==> src/rtl/stripe_sequencer.sv <==
// Stripe sequencer: walks an erasure-coding job stripe by stripe, feeding
// data chunks into the parity engine, waiting out the engine pipeline and
// then writing the parity words to the output buffer.
module stripe_sequencer #(
    parameter int K_MAX   = 16,
    parameter int M_MAX   = 4,
    parameter int ENG_LAT = 3
) (
    input  logic        clk,
    input  logic        rstn,
    input  logic        start,
    input  logic        abort,
    input  logic [4:0]  cfg_k,
    input  logic [2:0]  cfg_m,
    input  logic [15:0] cfg_stripes,
    input  logic        inbuff_valid,
    input  logic        outbuff_ready,
    output logic        inbuff_rd_en,
    output logic        bm_rd_en,
    output logic [3:0]  bm_rd_addr,
    output logic        eng_calc_en,
    output logic        eng_first,
    output logic        eng_last,
    output logic        outbuff_wr_en,
    output logic [1:0]  outbuff_wr_sel,
    output logic        busy,
    output logic        done,
    output logic        cfg_err,
    output logic [15:0] stripe_cnt
);

    typedef enum logic [2:0] {IDLE, CALC, DRAIN, WRITE, DONE} state_t;

    localparam logic [4:0] K_LIM    = 5'(K_MAX);
    localparam logic [2:0] M_LIM    = 3'(M_MAX);
    localparam logic [3:0] LAT_INIT = 4'(ENG_LAT - 1);

    state_t      state_q, state_d;
    logic [4:0]  k_q, k_d;
    logic [2:0]  m_q, m_d;
    logic [15:0] stripes_q, stripes_d;
    logic [4:0]  chunk_q, chunk_d;
    logic [2:0]  par_q, par_d;
    logic [3:0]  lat_q, lat_d;
    logic [15:0] stripe_cnt_q, stripe_cnt_d;

    logic cfg_bad;
    logic beat;
    logic wr;
    logic last_chunk;
    logic last_par;
    logic [15:0] cnt_inc;

    // Handshake qualifiers shared by the next-state logic and the outputs.
    always_comb begin
        cfg_bad    = (cfg_k == 5'd0) || (cfg_k > K_LIM) ||
                     (cfg_m == 3'd0) || (cfg_m > M_LIM) ||
                     (cfg_stripes == 16'd0);
        beat       = (state_q == CALC)  && inbuff_valid  && !abort;
        wr         = (state_q == WRITE) && outbuff_ready && !abort;
        last_chunk = (chunk_q == k_q - 5'd1);
        last_par   = (par_q == m_q - 3'd1);
        cnt_inc    = stripe_cnt_q + 16'd1;
    end

    // Next-state and counter update; abort overrides everything.
    always_comb begin
        // NOTE: every _d defaults to its _q first so no path leaves a
        // variable unassigned, which would otherwise infer a latch.
        state_d      = state_q;
        k_d          = k_q;
        m_d          = m_q;
        stripes_d    = stripes_q;
        chunk_d      = chunk_q;
        par_d        = par_q;
        lat_d        = lat_q;
        stripe_cnt_d = stripe_cnt_q;

        if (abort) begin
            state_d = IDLE;
            chunk_d = 5'd0;
            par_d   = 3'd0;
        end else begin
            case (state_q)
                IDLE: begin
                    if (start && !cfg_bad) begin
                        k_d          = cfg_k;
                        m_d          = cfg_m;
                        stripes_d    = cfg_stripes;
                        stripe_cnt_d = 16'd0;
                        chunk_d      = 5'd0;
                        par_d        = 3'd0;
                        state_d      = CALC;
                    end
                end
                CALC: begin
                    if (beat) begin
                        if (last_chunk) begin
                            chunk_d = 5'd0;
                            lat_d   = LAT_INIT;
                            state_d = DRAIN;
                        end else begin
                            chunk_d = chunk_q + 5'd1;
                        end
                    end
                end
                DRAIN: begin
                    if (lat_q == 4'd0) begin
                        par_d   = 3'd0;
                        state_d = WRITE;
                    end else begin
                        lat_d = lat_q - 4'd1;
                    end
                end
                WRITE: begin
                    if (wr) begin
                        if (last_par) begin
                            par_d        = 3'd0;
                            chunk_d      = 5'd0;
                            stripe_cnt_d = cnt_inc;
                            state_d      = (cnt_inc == stripes_q) ? DONE : CALC;
                        end else begin
                            par_d = par_q + 3'd1;
                        end
                    end
                end
                DONE:    state_d = IDLE;
                default: state_d = IDLE;
            endcase
        end
    end

    // State and counter registers with asynchronous active-low reset.
    always_ff @(posedge clk or negedge rstn) begin
        // NOTE: sequential state uses non-blocking assignments so every flop
        // samples the pre-edge values regardless of statement order.
        if (!rstn) begin
            state_q      <= IDLE;
            k_q          <= 5'd0;
            m_q          <= 3'd0;
            stripes_q    <= 16'd0;
            chunk_q      <= 5'd0;
            par_q        <= 3'd0;
            lat_q        <= 4'd0;
            stripe_cnt_q <= 16'd0;
        end else begin
            state_q      <= state_d;
            k_q          <= k_d;
            m_q          <= m_d;
            stripes_q    <= stripes_d;
            chunk_q      <= chunk_d;
            par_q        <= par_d;
            lat_q        <= lat_d;
            stripe_cnt_q <= stripe_cnt_d;
        end
    end

    // Zero-latency output decode from state, counters and live handshakes.
    always_comb begin
        inbuff_rd_en   = beat;
        bm_rd_en       = beat;
        eng_calc_en    = beat;
        bm_rd_addr     = chunk_q[3:0];
        eng_first      = beat && (chunk_q == 5'd0);
        eng_last       = beat && last_chunk;
        outbuff_wr_en  = wr;
        outbuff_wr_sel = par_q[1:0];
        busy           = (state_q == CALC) || (state_q == DRAIN) || (state_q == WRITE);
        done           = (state_q == DONE) && !abort;
        cfg_err        = rstn && (state_q == IDLE) && start && cfg_bad && !abort;
        stripe_cnt     = stripe_cnt_q;
    end

endmodule
==> config.mk <==
export PLATFORM = sky130hd
export DESIGN_NAME = stripe_sequencer
export DESIGN_NICKNAME = d
export VERILOG_FILES = /design/src/rtl/stripe_sequencer.sv
export SDC_FILE = /design/constraint.sdc
export NUM_CORES = 1
export LEC_CHECK = 0
export CAP_MARGIN = 20
export CORE_MARGIN = 4
export CORE_UTILIZATION = 53
export DETAILED_ROUTE_END_ITERATION = 8
export PLACE_DENSITY = 0.87
export SLEW_MARGIN = 20
export SYNTH_ARGS = -nofsm -noshare
export SYNTH_HDL_FRONTEND = slang
export SYNTH_SLANG_ARGS = --single-unit
==> constraint.sdc <==
create_clock -name clk -period 2.5 [get_ports clk]
set_input_delay 0.5 -clock clk [delete_from_list [all_inputs] [get_ports clk]]
set_output_delay 0.5 -clock clk [all_outputs]
set_load 0.05 [all_outputs]
Yosys cells after proc, flatten, opt, wreduce, memory -nomap -nowiden
Cells that the tools add are included.

cells by class
  bitwise gates (word level) = 1
  reductions and logical operators = 36
  order comparisons = 2
  shift operators = 0
  multiply operators = 0
  $add $sub $neg = 6
  mux-type cells = 30
  div/mod/pow operators = 0
  equal/unequal tests = 19

operator list
  operator                 count
  $mux W16                 3
  $mux W3                  13
  $pmux W16 S2             1
  $mux W5                  6
  $ne A3 B3 Y1 const B     6
  $add A16 B1 Y16 const B  1
  $eq A16 B16 Y1           1
  $logic_not A16 Y1        1
  $pmux W5 S3              1
  $reduce_and A5 Y1        3
  $logic_and A1 B1 Y1      12
  $mux W4                  3
  $ne A2 B2 Y1 const B     6
  $pmux W3 S4              1
  $logic_not A5 Y1         2
  $pmux W3 S3              1
  $pmux W4 S2              1
  $reduce_bool A4 Y1       2
  $eq A3 B2 Y1 const B     2
  $logic_not A3 Y1         2
  $logic_or A1 B1 Y1       6
  $reduce_and A6 Y1        1
  $add A5 B1 Y5 const B    1
  $eq A5 B5 Y1             1
  15 further kinds         17

word-level totals
  memory bits (writable) = 0
  logic and storage cells = 102
  memories = 0
  output and inout port bits = 31
  bits in latches = 0
  bits of input ports = 30
  register bits after elaboration = 55
  ROM bits = 0

Depth between registers and ports, before layout
  word-level depth = 10
  mapped depth = 10
  gate-level depth less buffers = 8

Least setup slack after synthesis
Ideal clock, no wire load.

  path type = input -> output
  start = input abort
  end = output done
  cell stages on the path = 2
  arrival time = 2.365 ns
  path buffers = 1
  required time = 2.000 ns
  setup slack = -0.365 ns
  cells stage by stage = clkbuf_1 nor4b_1

between the ends
  longest elaborated chain between the ends = 2

RTL lines
  element              RTL line  text
  start, declared      12        input logic abort,
  $logic_not A1 Y1     169       done = (state_q == DONE) && !abort;
  $logic_and A1 B1 Y1  169
  end, declared        27        output logic done,

No other way between the ends.

Worst setup path in the final report
  start = input cfg_k[1]
  end = output cfg_err

between the ends
  longest elaborated chain between the ends = 7
  elaborated cells on any way between the ends = 8
  those cells by class = order compare: 1; reduce/logical: 7

RTL lines
  element                                                  RTL line  text
  start, declared                                          13        input logic [4:0] cfg_k,
  $gt A5 B5 Y1 / $logic_not A5 Y1 (equally long branches)  56        cfg_bad = (cfg_k == 5'd0) || (cfg_k > K_LIM) ||
  $logic_or A1 B1 Y1 (*) (2 in series)                     56
  $logic_or A1 B1 Y1 (*) (2 in series)                     57        (cfg_m == 3'd0) || (cfg_m > M_LIM) ||
  $logic_and A1 B1 Y1 (*) (2 in series)                    170       cfg_err = rstn && (state_q == IDLE) && start && cfg_bad && !abort;
  end, declared                                            28        output logic cfg_err,

Mark *: on every way between the ends. The rest lies on a longest branch, timed or not.

==> results.json <==
{
  "worst_pin_slew_ns": 0.7023,
  "grt_usage": 0.2293,
  "clkPwrFrac": 0.130,
  "r2r_slack_ns": 0.27,
  "hold_viol": 0,
  "async_flop_share": 1.000,
  "grt_pass1_wl_mm": 14.39,
  "insertion_delay_ns": 0.30,
  "gp_congestion": 0.8775,
  "num_antenna_cells": 0,
  "critPathRequiredTime_ns": 2.00,
  "initialDrtViolationCount": 117,
  "p_seq_frac": 0.393,
  "synthCells": 365,
  "grt_max_degree": 56,
  "switchingPower_w": 0.001378,
  "cp-end-kind": "primary output",
  "ant_nets": 0,
  "finClkSkew_ns": 0.005920,
  "nNetsFinal": 476,
  "r2r-start": "m_q[0]$_DFFE_PN0P_",
  "maxCapViolCount": 0,
  "synthDistinctLibCells": 59,
  "cts_max_path_buffers": 2,
  "ioPinCount": 61,
  "first_pass_iters": 5,
  "ys_seq_area_frac": 0.3941,
  "gr-total-overflow": 0,
  "p_leak_nw": 1.876,
  "cts_tree": "yes",
  "fin_crit_ns": 2.489,
  "grt_pass1_vias": 3157,
  "chipWidth_um": 89.17,
  "pwr-share-comb": 0.477,
  "r2r_end": "stripe_cnt[13]$_DFFE_PN0P_",
  "fmax_ghz": 0.4017,
  "finalCritPeriodShare": 0.9958,
  "vias": 3056,
  "routed_via_density": 5.946,
  "stdcell_count": 514,
  "fill_cells": 488,
  "max-vdd-ir-drop_mv": 0.5774,
  "critPathLaunchType": "primary input",
  "whs_ns": 0.3669,
  "port_buffers": 60,
  "yosys_most_used_dff": "dfrtp_1",
  "dieArea_mm2": 0.007951,
  "slew_violations": 0,
  "drive_gt1_frac": 0.2197,
  "critPathMaxFanout": 3,
  "p_int_w": 0.002153,
  "ff2ff_path_depth": 9,
  "power_w": 0.003531,
  "regArea_mm2": 0.001378,
  "worstPathArrival_ns": 1.99,
  "status": "finished clean",
  "dpl_cell_area_mm2": 0.004357,
  "final_area_mm2": 0.004546,
  "worstSetupPathType": "primary input to primary output",
  "wl_per_cell_um": 17.08,
  "hp-class": "primary input to asynchronous set/reset pin",
  "clock-root-buffer": "clkbuf_8",
  "synth-edff-count": 0,
  "dp.cells": 506,
  "multi_input_area_mm2": 0.002048,
  "clock-sinks": 55,
  "ys_warn_count": 0,
  "start_util": 0.5468,
  "synthesis.area_per_instance_um2": 9.567,
  "ys_ff_latch": 55,
  "finalSetupViolations": 0,
  "switching_share": 0.3902,
  "drc_errors": 0,
  "antenna_found_initial": 0,
  "synth_area_mm2": 0.003492,
  "synthesis.nets": 403,
  "rows": 29,
  "routed_wl_mm": 8.778,
  "cts_made_buffers": 5,
  "power_density_mw_per_mm2": 776.9,
  "coreArea_mm2": 0.006386,
  "ctsHtreeMaxLevel": 2,
  "areaGrowthSynthToFinish_pct": 30.17,
  "slew_headroom": 0.5318,
  "dp_hpwl_mm": 6.504,
  "clk_pin_slew_worst_paths_ns": 0.09,
  "die_y_um": 89.17
}
-- logic make-up (layout without fill, tap and decap cells) --
group,count (synthesis),after routing,synth area share
multiplexers,25,25,0.08026
AO/OA/AOI/OAI,66,66,0.1268
buffers and inverters,38,110,0.05446
adder cells (fa/ha/maj),8,8,0.02866
AND/OR/NAND/NOR,136,136,0.2189
XOR/XNOR,37,37,0.09674
flip-flops,55,55,0.3941
-- per-layer routing --
metal  up-vias  wire length, µm  share of wire  track usage
met4         0              172          0.020      0.06901
met5         -                0              0            0
met3        22              498          0.057      0.04240
met1      1484             3479           0.40       0.2690
met2       100             4627           0.53       0.4226
li1       1450                -              -            -
-- Yosys cell counts, types with 3 or more instances --
| cell type | number | share of area |
|---|---|---|
| nand3_1 | 13 | 0.019 |
| nand2b_1 | 5 | 0.0090 |
| nor3_1 | 9 | 0.013 |
| and2_1 | 3 | 0.0054 |
| a21oi_1 | 4 | 0.0057 |
| nor4_1 | 11 | 0.020 |
| or2_2 | 3 | 0.0054 |
| nand4_1 | 6 | 0.011 |
| inv_1 | 16 | 0.017 |
| buf_2 | 8 | 0.011 |
| nor2b_1 | 4 | 0.0072 |
| buf_4 | 8 | 0.017 |
| mux2_2 | 24 | 0.077 |
| dfrtp_1 | 55 | 0.39 |
| nand2_1 | 29 | 0.031 |
| ha_1 | 8 | 0.029 |
| xnor2_1 | 25 | 0.063 |
| clkbuf_1 | 4 | 0.0043 |
| nor2_1 | 28 | 0.030 |
| xor2_1 | 11 | 0.028 |
| nor4_2 | 4 | 0.014 |
| o41ai_1 | 4 | 0.010 |
| o21ai_0 | 32 | 0.046 |
| o31ai_1 | 4 | 0.0086 |
| or3_1 | 3 | 0.0054 |
-- power by group through the flow --
stage | Combinational, W | Sequential [W] | Clock (W)
2_1_floorplan | 0.00116 | 0.00134 | 0
3_3_place_gp | 0.00154 | 0.00138 | 0
3_5_place_dp | 0.00161 | 0.00140 | 0
4_1_cts | 0.00162 | 0.00138 | 0.000472
5_1_grt | 0.00184 | 0.00142 | 0.000508
6_report | 0.00169 | 0.00139 | 0.000460
-- per-stage QoR --
step	setup TNS (ns)	utilization	setup WS, ns
floorplan	0	-	0.04530
CTS	0	0.6985	0.006888
global route	-0.02276	0.7118	-0.02276
detailed placement	-9.247	0.6822	-0.2400
global placement	-6.354	0.6822	-0.1966
finish	0	0.7118	0.01054
-- sequential cells by signal, summed over array words and instances, names as in the netlist --
name        flops
k_q             5
par_q           3
chunk_q         5
stripe_cnt     16
lat_q           4
m_q             3
state_q         3
stripes_q      16
-- how the worst max path moves through the flow --
stage,from,end,cells after the start
global route,cfg_k[1],cfg_err,6
finish,cfg_k[1],cfg_err,6
global placement,cfg_stripes[10],cfg_err,6
CTS,cfg_stripes[11],cfg_err,6
detailed placement,cfg_stripes[10],cfg_err,6
floorplan,abort,eng_last,4
-- worst max-delay path: stages --
cell	delay, ns
clkdlybuf4s50_1	0.47
nor4_4	0.36
xnor2_2	0.14
buf_4	0.16
a31oi_4	0.19
buf_12	0.16
-- repair_timing --
item,CTS,global route
setup buffers,1,2
resized for setup,17,14
endpoints found under the setup margin,2,3
pin swaps,6,6
hold buffers,0,0
endpoints found under the hold margin,0,0
-- final cells by class --
cell class / count / area share
clock buffers: 6 / 0.01596
inverters: 16 / 0.01321
multi-input cells: 272 / 0.4506
flip-flops and latches: 55 / 0.3031
well taps: 77 / 0.02119
repair buffers: 88 / 0.1960
-- cell usage in the layout (no fill, tap or decap), types with 3 or more instances in the layout --
cell type / instances
o21ai_0: 32
mux2_2: 24
or2_2: 3
nor4_2: 5
o41ai_1: 4
nor2_1: 26
dlygate4sd2_1: 10
nand2b_1: 5
o31ai_1: 3
nor4_1: 7
nor2b_1: 4
nand4_1: 6
xor2_1: 11
buf_12: 9
clkbuf_8: 5
a21oi_1: 4
or3_1: 3
xnor2_1: 24
nand3_1: 13
buf_4: 27
and2_1: 3
nor4_4: 3
clkdlybuf4s50_1: 39
dfrtp_1: 54
ha_1: 8
inv_1: 16
nand2_1: 28
nor3_1: 8
No activity file was read; power rests on OpenSTA's default activity.
